<file path="config.mk">
export PLATFORM = sky130hd
export DESIGN_NAME = adc_burst_sequencer
export DESIGN_NICKNAME = d
export VERILOG_FILES = /design/src/rtl/adc_burst_sequencer.sv
export SDC_FILE = /design/constraint.sdc
export NUM_CORES = 1
export LEC_CHECK = 0
export CAP_MARGIN = 20
export CORE_ASPECT_RATIO = 0.5
export CORE_MARGIN = 10
export CORE_UTILIZATION = 40
export DETAILED_ROUTE_END_ITERATION = 7
export DONT_BUFFER_PORTS = 1
export PLACE_DENSITY = 0.51
export SLEW_MARGIN = 20
export SYNTH_ARGS = -nofsm -noshare
export SYNTH_HDL_FRONTEND = slang
export SYNTH_SLANG_ARGS = --single-unit
</file>
<file path="constraint.sdc">
create_clock -name clk -period 3.6 [get_ports clk]
set_input_delay 1.08 -clock clk [delete_from_list [all_inputs] [get_ports clk]]
set_output_delay 1.08 -clock clk [all_outputs]
set_load 0.05 [all_outputs]
</file>
<file path="src/rtl/adc_burst_sequencer.sv">
// Burst acquisition controller for the ADC clock/trigger block: programs the divider,
// waits out a settle window, then captures one sample per trigger edge into a 2-deep FIFO.
module adc_burst_sequencer #(
   parameter int DIV_W  = 14,
   parameter int CNT_W  = 16,
   parameter int DATA_W = 12,
   parameter int SETTLE = 4
) (
   input  logic              clk,
   input  logic              rst,
   input  logic              start,
   input  logic              abort,
   input  logic [DIV_W-1:0]  div_cfg,
   input  logic [CNT_W-1:0]  num_samples,
   output logic              adc_we,
   output logic [DIV_W-1:0]  adc_bn,
   input  logic              adc_trigger,
   input  logic [DATA_W-1:0] adc_data,
   output logic [DATA_W-1:0] smp_data,
   output logic              smp_valid,
   input  logic              smp_ready,
   output logic              busy,
   output logic              done,
   output logic              overrun,
   output logic [CNT_W-1:0]  smp_count
);

   localparam int SW = (SETTLE > 1) ? $clog2(SETTLE) : 1;

   typedef enum logic [2:0] {
      ST_IDLE,
      ST_CFG,
      ST_SETTLE,
      ST_ACQ,
      ST_DONE
   } state_t;

   state_t              r_state;
   logic [SW-1:0]       r_settleCnt;
   logic [CNT_W-1:0]    r_num;
   logic                r_trigD;

   logic [DATA_W-1:0]   r_mem [2];
   logic                r_wrPtr;
   logic                r_rdPtr;
   logic [1:0]          r_fill;

   logic                w_trigEvent;
   logic                w_capture;
   logic                w_pop;
   logic                w_full;
   logic                w_push;
   logic                w_drop;
   logic [DIV_W-1:0]    w_divSafe;

   // A divider of zero would stall the ADC clock, so it is promoted to one.
   assign w_divSafe   = (div_cfg == '0) ? DIV_W'(1) : div_cfg;
   assign w_trigEvent = adc_trigger & ~r_trigD;
   assign w_capture   = (r_state == ST_ACQ) && !abort && (smp_count != r_num) && w_trigEvent;
   assign smp_valid   = (r_fill != 2'd0);
   assign smp_data    = r_mem[r_rdPtr];
   assign w_full      = (r_fill == 2'd2);
   assign w_pop       = smp_valid && smp_ready;
   assign w_push      = w_capture && (!w_full || w_pop);
   assign w_drop      = w_capture && w_full && !w_pop;

   // When full, a same-cycle pop frees the head slot that the write pointer aliases.
   always_ff @(posedge clk) begin
      if (rst) begin
         for (int i = 0; i < 2; i++) begin
            r_mem[i] <= '0;
         end
         r_wrPtr <= 1'b0;
         r_rdPtr <= 1'b0;
         r_fill  <= 2'd0;
      end else begin
         if (w_push) begin
            r_mem[r_wrPtr] <= adc_data;
            r_wrPtr        <= ~r_wrPtr;
         end
         if (w_pop) begin
            r_rdPtr <= ~r_rdPtr;
         end
         if (w_push && !w_pop) begin
            r_fill <= r_fill + 2'd1;
         end else if (w_pop && !w_push) begin
            r_fill <= r_fill - 2'd1;
         end
      end
   end

   // Outputs are set on the transition into each state so they line up with it.
   always_ff @(posedge clk) begin
      if (rst) begin
         r_state     <= ST_IDLE;
         r_settleCnt <= '0;
         r_num       <= '0;
         r_trigD     <= 1'b0;
         adc_we      <= 1'b0;
         adc_bn      <= '0;
         busy        <= 1'b0;
         done        <= 1'b0;
         overrun     <= 1'b0;
         smp_count   <= '0;
      end else begin
         r_trigD <= adc_trigger;
         adc_we  <= 1'b0;
         done    <= 1'b0;
         case (r_state)
            ST_IDLE: begin
               if (start) begin
                  r_num     <= num_samples;
                  smp_count <= '0;
                  overrun   <= 1'b0;
                  adc_we    <= 1'b1;
                  adc_bn    <= w_divSafe;
                  busy      <= 1'b1;
                  r_state   <= ST_CFG;
               end
            end
            ST_CFG: begin
               if (abort) begin
                  busy    <= 1'b0;
                  r_state <= ST_IDLE;
               end else begin
                  r_settleCnt <= SW'(SETTLE - 1);
                  r_state     <= ST_SETTLE;
               end
            end
            ST_SETTLE: begin
               if (abort) begin
                  busy    <= 1'b0;
                  r_state <= ST_IDLE;
               end else if (r_settleCnt == '0) begin
                  if (r_num == '0) begin
                     done    <= 1'b1;
                     r_state <= ST_DONE;
                  end else begin
                     r_state <= ST_ACQ;
                  end
               end else begin
                  r_settleCnt <= r_settleCnt - 1'b1;
               end
            end
            ST_ACQ: begin
               if (abort) begin
                  busy    <= 1'b0;
                  r_state <= ST_IDLE;
               end else if (smp_count == r_num) begin
                  done    <= 1'b1;
                  r_state <= ST_DONE;
               end else if (w_trigEvent) begin
                  if (smp_count != '1) begin
                     smp_count <= smp_count + 1'b1;
                  end
                  if (w_drop) begin
                     overrun <= 1'b1;
                  end
               end
            end
            ST_DONE: begin
               busy    <= 1'b0;
               r_state <= ST_IDLE;
            end
            default: begin
               busy    <= 1'b0;
               r_state <= ST_IDLE;
            end
         endcase
      end
   end

endmodule

</file>
==> results.cfg <==
[worst_setup_path]
critPathRequiredTime_ns = 3.87
crit_start = smp_count[3]$_SDFFE_PP0P_
end_kind = register
endpoint = r_fill[1]$_SDFFE_PP0P_
cp_slowest_stage_delay_ns = 0.78
criticalPathCategory = register to register
rrSetupSlack_ns = 0.92
crit_path_start_kind = register
worst_path_max_delay_cell = dfxtp_1
worstReg2RegEnd = r_fill[1]$_SDFFE_PP0P_
worstReg2RegStart = smp_count[3]$_SDFFE_PP0P_
cp.arrival_ns = 2.95
worstPathBufferInverterCount = 0
worstPathMaxFanout = 7
path_depth = 7
crit_family = simple AND/OR/NAND/NOR gates
crit_chain = xnor2_1 -> nand4_1 -> nor4_4 -> nor2_1 -> ha_1 -> or3_1 -> a21oi_1
reg2regPathDepth = 7

[pwr]
p_total_mw = 2.32
power.density_nw_per_um2 = 521
combPwrFrac = 0.111
intPower_mw = 1.69
cellLeakagePower_nw = 1.55
power_switching_mw = 0.629
max-vdd-ir-drop_v = 0.000270
power.share.clock = 0.406
seq_power_share = 0.483
switching_share = 0.271

[drt]
vias = 3067
wl_per_cell_um = 18.7
drtIter0Drc = 155
via_per_inst = 5.48
detail-route-antenna-nets = 0
drc = 0
dr.pass1.iters = 4
routed_wl_mm = 10.5

[synth]
synth_area_leaders = dfxtp_1 31%, edfxtp_1 18%, nand2_1 7.2%
synth_top_family_by_area = simple AND/OR/NAND/NOR gates
synth-simple-area-share = 0.268
synth_cell_types = 55
muxShareOfSynthArea = 0.0479
ys.flop_type = dfxtp_1
synthAdderAreaFrac = 0.00946
synth_seq_cells = 85
synthArstFlopShare = 0
yosysTopAreaCell = dfxtp_1
syn-cell-area_um2 = 3970
synthCells = 418
synth_edf_count = 24
yosysTopAreaCellShare = 0.308
synth-seq-area-share = 0.490
yosysWarnings = 0
syn_nets = 469
syn_avg_cell_area_um2 = 9.49
synth_xor_xnor_area_share = 0.0420
synth-compound-area-share = 0.109

[placed_design]
dpl_worst_slack_ns = 0.753
gp_congestion = 0.802
dp.cells = 545
dp_hpwl_mm = 7.68
io_buffers = 0

[clock_tree]
cts_sinks = 85
cts_tree = built
worstSkewPairLatency_ns = 0.33
cts_buffer_depth = 2
numCtsBuffers = 9
cts_setup_buffers = 0
clk_pin_slew_worst_paths_ns = 0.06
cts_hold_buf = 0
cts_resized = 0
htreeDepth = 3
cts_root_buf = clkbuf_16

[global_route]
grt_pass1_vias = 2977
antenna_found_initial = 0
grt_usage = 0.138
grt_pass1_wl_mm = 16.3
grt_overflow = 0
grt_max_degree = 49

[sta]
clock_skew_ns = 0.00381
fin_hold_ws_ns = 0.480
fin_crit_ns = 2.68
fin_ws_ns = 0.922
setup_tns_ns = 0
slew_headroom = 0.493
fmax_ghz = 0.373
rsz0062_at_grt = false
finalMaxSlewViolations = 0
setup_viol = 0
tightest_slew_ns = 0.760
hold_violations = 0
fin_crit_sh = 0.744

[finish]
n_antenna_cell = 0
drive_above_1_share = 0.127
area_growth_pct = 12.3
fin_cells = 560
final_nets = 472

[die]
die_x_um = 161
dieArea_um2 = 14500
io_pins = 95
die_h_um = 90.4
placementRows = 25
start_util = 0.416
core_area_um2 = 9540

[flow_run]
drv_cap = 0

[hold_path]
min_path_type = register to register
min_from = r_num[14]$_SDFFE_PP0P_

[run_status]
outcome = finished clean
power by group through the flow:
| stage | Clock [mW] | Combinational, mW | Sequential, mW |
|---|---|---|---|
| after floorplan | 0 | 0.243 | 1.12 |
| after global placement | 0 | 0.255 | 1.14 |
| after detailed placement | 0 | 0.260 | 1.14 |
| after CTS | 0.964 | 0.261 | 1.12 |
| after global routing | 1.00 | 0.282 | 1.13 |
| final | 0.942 | 0.258 | 1.12 |
synthesized netlist by cell type, types with 2 or more instances:
cell type,n
nand2_1,76
dfxtp_1,61
a21oi_1,42
and2_1,25
edfxtp_1,24
xnor2_1,16
nor2_1,15
clkbuf_1,14
mux2_2,12
nand4_1,11
nor4_1,10
nand3_1,8
inv_1,7
nor3_1,7
or3_1,7
o21ai_0,6
or4b_1,6
o41ai_1,5
and3_1,4
mux2i_1,4
nand3b_1,4
o31ai_1,4
or4_1,4
buf_1,3
ha_1,3
or2_2,3
xor2_1,3
a211oi_1,2
buf_4,2
buf_6,2
nor2b_1,2
o211a_1,2
or3b_2,2
worst reg2reg max path, cell delays in order, from the launching register on:
cell,delay [ns]
dfxtp_1,0.78
xnor2_1,0.20
nand4_1,0.17
nor4_4,0.46
nor2_1,0.15
ha_1,0.33
or3_1,0.39
a21oi_1,0.14
cells by family (layout without fill, tap and decap cells):
logic type / after synthesis / count (layout)
simple gates: 193 / 193
flops: 85 / 85
compound gates: 71 / 71
buf+inv: 30 / 37
xor+xnor: 19 / 19
mux: 17 / 17
fa+ha+maj: 3 / 3
final cells by class:
type | instances | area, µm²
Fill cell | 910 | 5090
Sequential cell | 85 | 1940
Multi-Input combinational cell | 303 | 1900
Clock buffer | 12 | 258
Tap cell | 135 | 169
Timing Repair Buffer | 15 | 113
Clock inverter | 3 | 45.0
Inverter | 7 | 26.3
placed cells by master, fill, tap and decap left out, types with 3 or more instances in the layout:
| master | count |
|---|---|
| nand2_1 | 76 |
| dfxtp_1 | 61 |
| a21oi_1 | 42 |
| and2_1 | 25 |
| edfxtp_1 | 24 |
| xnor2_1 | 16 |
| nor2_1 | 15 |
| buf_4 | 15 |
| mux2_2 | 12 |
| nand4_1 | 11 |
| nor4_1 | 10 |
| clkbuf_16 | 10 |
| nand3_1 | 8 |
| inv_1 | 7 |
| nor3_1 | 7 |
| or3_1 | 7 |
| o21ai_0 | 6 |
| or4b_1 | 6 |
| o41ai_1 | 5 |
| and3_1 | 4 |
| or4_1 | 4 |
| nand3b_1 | 4 |
| mux2i_1 | 4 |
| or2_2 | 3 |
| o31ai_1 | 3 |
| xor2_1 | 3 |
| ha_1 | 3 |
how the worst min path moves through the flow:
stage | endpoint | depth (start not counted)
floorplan | r_num[15]$_SDFFE_PP0P_ | 2
finish | r_num[14]$_SDFFE_PP0P_ | 2
detailed placement | r_num[10]$_SDFFE_PP0P_ | 2
global placement | r_fill[1]$_SDFFE_PP0P_ | 2
global route | r_num[14]$_SDFFE_PP0P_ | 2
CTS | r_num[14]$_SDFFE_PP0P_ | 2
through the flow:
step / util / cell area (µm²)
global route: 0.467 / 4450
CTS: 0.467 / 4450
finish: 0.467 / 4450
detailed placement: 0.435 / 4150
global placement: 0.435 / 4150
floorplan: - / 3970
routing by layer:
layer  share of wire  wire length, µm  vias up  GRT usage
met5               0                0        -          0
met4          0.0081               85        0     0.0339
met3            0.13             1400       12     0.0864
met2            0.42             4370      111      0.199
met1            0.44             4640     1439      0.170
li1                -                -     1505          -
flip-flops by register name (all words and copies together), names as in the netlist, named ones only:
register	count
adc_bn	14
adc_we	1
busy	1
done	1
overrun	1
r_fill	2
r_mem	24
r_num	16
r_rdPtr	1
r_settleCnt	2
r_state	3
r_trigD	1
r_wrPtr	1
smp_count	16
(Power assumes the default switching activity.)
